===== config.mk =====
export PLATFORM = sky130hd
export DESIGN_NAME = pc_sequencer
export DESIGN_NICKNAME = d
export VERILOG_FILES = /design/src/rtl/pc_unit_pkg.sv /design/src/rtl/pc_target_calc.sv /design/src/rtl/pc_sequencer.sv
export SDC_FILE = /design/constraint.sdc
export NUM_CORES = 1
export LEC_CHECK = 0
export CAP_MARGIN = 10
export CORE_MARGIN = 4
export CORE_UTILIZATION = 40
export DETAILED_ROUTE_END_ITERATION = 7
export DONT_BUFFER_PORTS = 1
export HOLD_SLACK_MARGIN = 0.05
export PLACE_DENSITY_LB_ADDON = 0.12
export SETUP_SLACK_MARGIN = 0.15
export SLEW_MARGIN = 20
export SYNTH_ARGS = -nofsm -noshare
export SYNTH_HDL_FRONTEND = slang
export SYNTH_SLANG_ARGS = --single-unit

===== constraint.sdc =====
create_clock -name inClk -period 9.2 [get_ports inClk]
set_clock_uncertainty 0.05 [all_clocks]
set_input_delay 2.3 -clock inClk [delete_from_list [all_inputs] [get_ports inClk]]
set_output_delay 2.3 -clock inClk [all_outputs]
set_load 0.05 [all_outputs]

===== src/rtl/pc_unit_pkg.sv =====
// Shared encodings for the program-counter sequencer: FSM states,
// next-PC select codes and the default sequential step.
package pc_unit_pkg;

  typedef enum logic [1:0] {
    ST_IDLE   = 2'd0,
    ST_REQ    = 2'd1,
    ST_COMMIT = 2'd2,
    ST_HALT   = 2'd3
  } seq_state_e;

  typedef enum logic [1:0] {
    SEL_SEQ = 2'd0,
    SEL_BR  = 2'd1,
    SEL_JMP = 2'd2
  } pc_sel_e;

  localparam logic [31:0] PC_STEP = 32'd4;

endpackage


===== src/rtl/pc_target_calc.sv =====
// Combinational next-PC calculation: link value, branch target, jump target
// and the jump > taken-branch > sequential priority select.
module pc_target_calc
  import pc_unit_pkg::*;
#(
  parameter logic [31:0] STEP = 32'd4
) (
  input  logic [31:0] pc,
  input  logic        branch,
  input  logic        bne,
  input  logic        eq,
  input  logic        jump,
  input  logic [31:0] imm,
  input  logic [25:0] jump_idx,
  output logic [31:0] pc_plus4,
  output logic [31:0] next_pc,
  output logic        redirect
);

  logic [31:0] br_target;
  logic [31:0] jmp_target;
  logic        br_taken;
  pc_sel_e     sel;

  // Candidate targets; all adds wrap modulo 2^32 with no flag.
  always_comb begin
    pc_plus4   = pc + STEP;
    br_target  = pc_plus4 + (imm << 2);
    jmp_target = {pc_plus4[31:28], jump_idx, 2'b00};
    br_taken   = branch & (eq ^ bne);
  end

  // Priority select: jump beats a taken branch, which beats sequential.
  always_comb begin
    sel = SEL_SEQ;
    if (jump) begin
      sel = SEL_JMP;
    end else if (br_taken) begin
      sel = SEL_BR;
    end
    case (sel)
      SEL_JMP: next_pc = jmp_target;
      SEL_BR:  next_pc = br_target;
      default: next_pc = pc_plus4;
    endcase
    redirect = (sel != SEL_SEQ);
  end

endmodule


===== src/rtl/pc_sequencer.sv =====
// Program-counter sequencer: fetches each instruction over a req/ack
// handshake, then resolves beq/bne/jump in COMMIT and updates the PC.
// Optional feature macro: BRANCH_STATS_EN builds saturating counters of
// resolved and taken branches; without it outBrTotal/outBrTaken read 0.
//
//  state  | meaning
//  IDLE   | one cycle after reset release, no request yet
//  REQ    | outFetchReq high, waiting for inFetchAck
//  COMMIT | instruction valid; resolve next PC unless stalled
//  HALT   | sequencing stopped until reset
module pc_sequencer #(
  parameter logic [31:0] RESET_PC = 32'h0000_0000,
  parameter logic [31:0] PC_STEP  = 32'd4,
  parameter int          STAT_W   = 16
) (
  input  logic              inClk,
  input  logic              inRstN,
  output logic              outFetchReq,
  input  logic              inFetchAck,
  input  logic              inStall,
  input  logic              inHalt,
  input  logic              inBranch,
  input  logic              inBne,
  input  logic              inEq,
  input  logic              inJump,
  input  logic [31:0]       inImm,
  input  logic [25:0]       inJumpIdx,
  output logic [31:0]       outPC,
  output logic [31:0]       outPCPlus4,
  output logic              outTaken,
  output logic              outHalted,
  output logic [STAT_W-1:0] outBrTotal,
  output logic [STAT_W-1:0] outBrTaken
);
  import pc_unit_pkg::*;

  seq_state_e  state_q, state_d;
  logic [31:0] pc_q, pc_d;
  logic        fetch_req_q, fetch_req_d;
  logic        taken_q, taken_d;
  logic        halted_q, halted_d;

  logic [31:0] pc_plus4;
  logic [31:0] next_pc;
  logic        redirect;
  logic        commit_go;

  pc_target_calc #(.STEP(PC_STEP)) u_target (
    .pc       (pc_q),
    .branch   (inBranch),
    .bne      (inBne),
    .eq       (inEq),
    .jump     (inJump),
    .imm      (inImm),
    .jump_idx (inJumpIdx),
    .pc_plus4 (pc_plus4),
    .next_pc  (next_pc),
    .redirect (redirect)
  );

  assign commit_go = (state_q == ST_COMMIT) && !inStall;

  // Next state, next PC and the registered versions of the status outputs.
  always_comb begin
    state_d = state_q;
    pc_d    = pc_q;
    taken_d = 1'b0;
    case (state_q)
      ST_IDLE: state_d = ST_REQ;
      ST_REQ: begin
        if (inFetchAck) state_d = ST_COMMIT;
      end
      ST_COMMIT: begin
        if (commit_go) begin
          pc_d    = next_pc;
          taken_d = redirect;
          state_d = inHalt ? ST_HALT : ST_REQ;
        end
      end
      ST_HALT: state_d = ST_HALT;
      default: state_d = ST_IDLE;
    endcase
    fetch_req_d = (state_d == ST_REQ);
    halted_d    = (state_d == ST_HALT);
  end

  // FSM, PC and registered outputs; reset aborts any fetch or commit.
  always_ff @(posedge inClk or negedge inRstN) begin
    if (!inRstN) begin
      state_q     <= ST_IDLE;
      pc_q        <= RESET_PC;
      fetch_req_q <= 1'b0;
      taken_q     <= 1'b0;
      halted_q    <= 1'b0;
    end else begin
      state_q     <= state_d;
      pc_q        <= pc_d;
      fetch_req_q <= fetch_req_d;
      taken_q     <= taken_d;
      halted_q    <= halted_d;
    end
  end

  assign outPC       = pc_q;
  assign outPCPlus4  = pc_plus4;
  assign outFetchReq = fetch_req_q;
  assign outTaken    = taken_q;
  assign outHalted   = halted_q;

`ifdef BRANCH_STATS_EN
  logic [STAT_W-1:0] br_total_q, br_total_d;
  logic [STAT_W-1:0] br_taken_q, br_taken_d;
  logic              br_cond_taken;

  // Count every resolved conditional branch, saturating at all-ones.
  always_comb begin
    br_total_d    = br_total_q;
    br_taken_d    = br_taken_q;
    br_cond_taken = inBranch & (inEq ^ inBne);
    if (commit_go && inBranch) begin
      if (br_total_q != '1) br_total_d = br_total_q + 1'b1;
      if (br_cond_taken && (br_taken_q != '1)) br_taken_d = br_taken_q + 1'b1;
    end
  end

  // Statistic registers.
  always_ff @(posedge inClk or negedge inRstN) begin
    if (!inRstN) begin
      br_total_q <= '0;
      br_taken_q <= '0;
    end else begin
      br_total_q <= br_total_d;
      br_taken_q <= br_taken_d;
    end
  end

  assign outBrTotal = br_total_q;
  assign outBrTaken = br_taken_q;
`else
  assign outBrTotal = '0;
  assign outBrTaken = '0;
`endif

endmodule


==> out/qor.csv <==
stage;metric;value;unit
outcome;outcome;complete, no violations;
synth;syn-cell-area;4250;sq um
finish;drive_gt1_frac;0.0919;
critical_path;cp-end-kind;output port;
floorplan;rows;37;
clock_tree;ctsHoldBuffers;0;
route;wl;13.8;mm
floorplan;core-area;10300;sq um
critical_path;start_kind;flip-flop;
global_route;grt_use_total;0.213;
route;routedWlPerCell;19.9;microns
floorplan;start_util;0.411;
synth;synth_common_cells;nand2_1 (58), nor2_1 (42), o21ai_0 (42);
placement;place_ws;3840;ps
pwr;clkPwrFrac;0.098;
clock_tree;cts_root_buf;clkbuf_8;
synth;syn_inst;550;
critical_path;worstPathCellList;and3_1 -> nand4_4 -> nor3_4 -> and4_2 -> xor2_1;
clock_tree;cts_buffers;5;
floorplan;die_x;111;microns
clock_tree;clockBufferDepth;2;
finish;fin_util;0.436;
sta;max_slew_margin;0.235;
job;maxCapViolations;0;
sta;fmax;177;MHz
floorplan;pin_count;166;
synth;synth_mux_area_frac;0.00737;
synth;async_flop_share;1.00;
placement;gp_congestion;0.922;
finish;area_growth;6.04;%
critical_path;cpMaxStageDelayCell;xor2_1;
global_route;overflow;0;
synth;synth_most_common_cell;nand2_1;
finish;num_antenna_cells;0;
finish;fin_nets;657;
synth;synth-compound-area-share;0.264;
clock_tree;cts_sinks;35;
sta;setup_viol;0;
sta;setup_ws;3540;ps
route;ant_nets;0;
route;num_vias;4120;
synth;yosys_warnings;0;
global_route;first_global_vias;3881;
synth;synth_fa_ha_area_frac;0.108;
pwr;p_leak;2.00;nW
sta;finalHoldViolCount;0;
synth;yosys.area.top_type_share;0.206;
critical_path;worstPathMaxFanout;7;
synth;yosys-top-cells-area;dfrtp_1 (21%), ha_1 (10%), buf_4 (6.4%);
global_route;grt_max_degree;39;
clock_tree;h-tree-depth;2;
global_route;antenna_found_initial;0;
synth;ys_dominant_reg_cell;dfrtp_1;
critical_path;reg2reg_slack;3820;ps
route;firstDrtPassIters;5;
clock_tree;clk_pin_slew;80;ps
sta;rsz0062_at_grt;no;
pwr;swShare;0.619;
sta;period_share;0.615;
route;drc_errors;0;
route;vias_per_cell;5.96;
hold_path;hold_class;flip-flop to flip-flop;
synth;synth-xor-area-share;0.0949;
clock_tree;clkLatencyLatePin;290;ps
pwr;pwr_density_cell;346;nW/um^2
synth;synth.avg_cell_area;7.72;sq um
synth;yosysTopAreaCell;dfrtp_1;
synth;synth-simple-area-share;0.225;
placement;numPortBuffers;0;
synth;synth_top_family_by_area;compound AO/OA/AOI/OAI gates;
route;drt_iter0_markers;309;
clock_tree;cts_tree;yes;
sta;final_max_slew_viol_count;0;
critical_path;critPathArrivalTime;3310;ps
clock_tree;postCtsSetupRepairBufs;0;
pwr;ir_worst_vdd;148;uV
sta;setup_tns;0;ps
placement;hpwl;10.4;mm
pwr;power.internal;0.593;mW
sta;tightest_slew;1140;ps
synth;ys_seq_elements;35;
floorplan;die-area;12300;sq um
sta;min_period;5660;ps
pwr;p_seq_frac;0.313;
finish;fillers;1063;
critical_path;critPathMaxStageDelay;840;ps
synth;synth_edf_count;0;
clock_tree;post_cts_resized;0;
floorplan;die_height;111;microns
critical_path;path_class;flip-flop to output port;
critical_path;critical_path_required;6850;ps
synth;ys_seq_area_frac;0.206;
global_route;grt_pass1_wl;21.4;mm
synth;yosysUniqueCellTypes;62;
pwr;switchingPower;0.963;mW
pwr;p_comb_frac;0.589;
[placed cells by master, fill, tap and decap left out, types with 7 or more instances in the layout]
master    count
nand2_1      58
a21oi_1      39
nand3_1      23
and3_1       10
o21a_1        7
xnor2_1      17
a21o_1        9
ha_1         35
o221ai_1     12
nor3_1       13
xor2_1       23
o21ai_0      42
inv_1        12
nor2_1       42
dfrtp_1      35
conb_1       36
a22oi_1      12
buf_4        19
[cell type report]
type	instances	area, sq um	area share
multi-input cells	481	3150	0.700
flip-flops and latches	35	876	0.195
well taps	136	170	0.0378
repair buffers	19	143	0.0317
clock buffers	6	82.6	0.0183
inverters	12	45.0	0.0100
clock inverters	2	35.0	0.00778
[power groups by stage]
stage	sequential [mW]	clock, mW	combinational (mW)
global route	0.497	0.162	1.00
global placement	0.486	0	0.894
detailed placement	0.488	0	0.905
CTS	0.485	0.156	0.910
floorplan	0.448	0	0.754
finish	0.486	0.152	0.917
[sequential cells by signal, indices dropped and copies added, names as in the netlist]
register,cells
outFetchReq,1
outHalted,1
outPC,30
outTaken,1
state_q,2
[final timing paths]
check | start | endpoint | cells past startpoint
worst min register to register | state_q[1] | state_q[0] | 1
worst min-delay path | state_q[1] | state_q[0] | 1
min in group asynchronous | inRstN | outHalted | 0
worst max-delay path | outPC[4] | outPCPlus4[29] | 5
worst max register to register | outPC[2] | outPC[30] | 15
max in group asynchronous | inRstN | outPC[11] | 0
[cell families after synthesis]
family	count (synthesis)
buf+inv	69
compound gates	171
other cells	1
simple gates	189
xor+xnor	46
flops	35
fa+ha+maj	36
mux	3
[metrics by stage]
stage | cell area (sq um) | hold slack, ps | power (mW) | std cells
2_1_floorplan | 4380 | 448 | 1.20 | 585
3_3_place_gp | 4340 | 477 | 1.38 | 683
3_5_place_dp | 4350 | 510 | 1.39 | 683
4_1_cts | 4470 | 516 | 1.55 | 691
5_1_grt | 4500 | 552 | 1.66 | 691
6_report | 4500 | 513 | 1.56 | 691
[worst max-delay path, delay by kind of cell (launching register included)]
| kind | cells | cell delay [ps] |
|---|---|---|
| XOR/XNOR | 1 | 840 |
| flip-flops | 1 | 740 |
| AND/OR/NAND/NOR | 4 | 1430 |
[per-layer routing]
metal | global-route usage | vias up | part of all wire
li1 | - | 1960 | -
met1 | 0.276 | 1929 | 0.42
met4 | 0.0681 | 0 | 0.028
met2 | 0.348 | 202 | 0.47
met5 | 0 | - | 0
met3 | 0.0540 | 29 | 0.086
(Power assumes the default switching activity.)
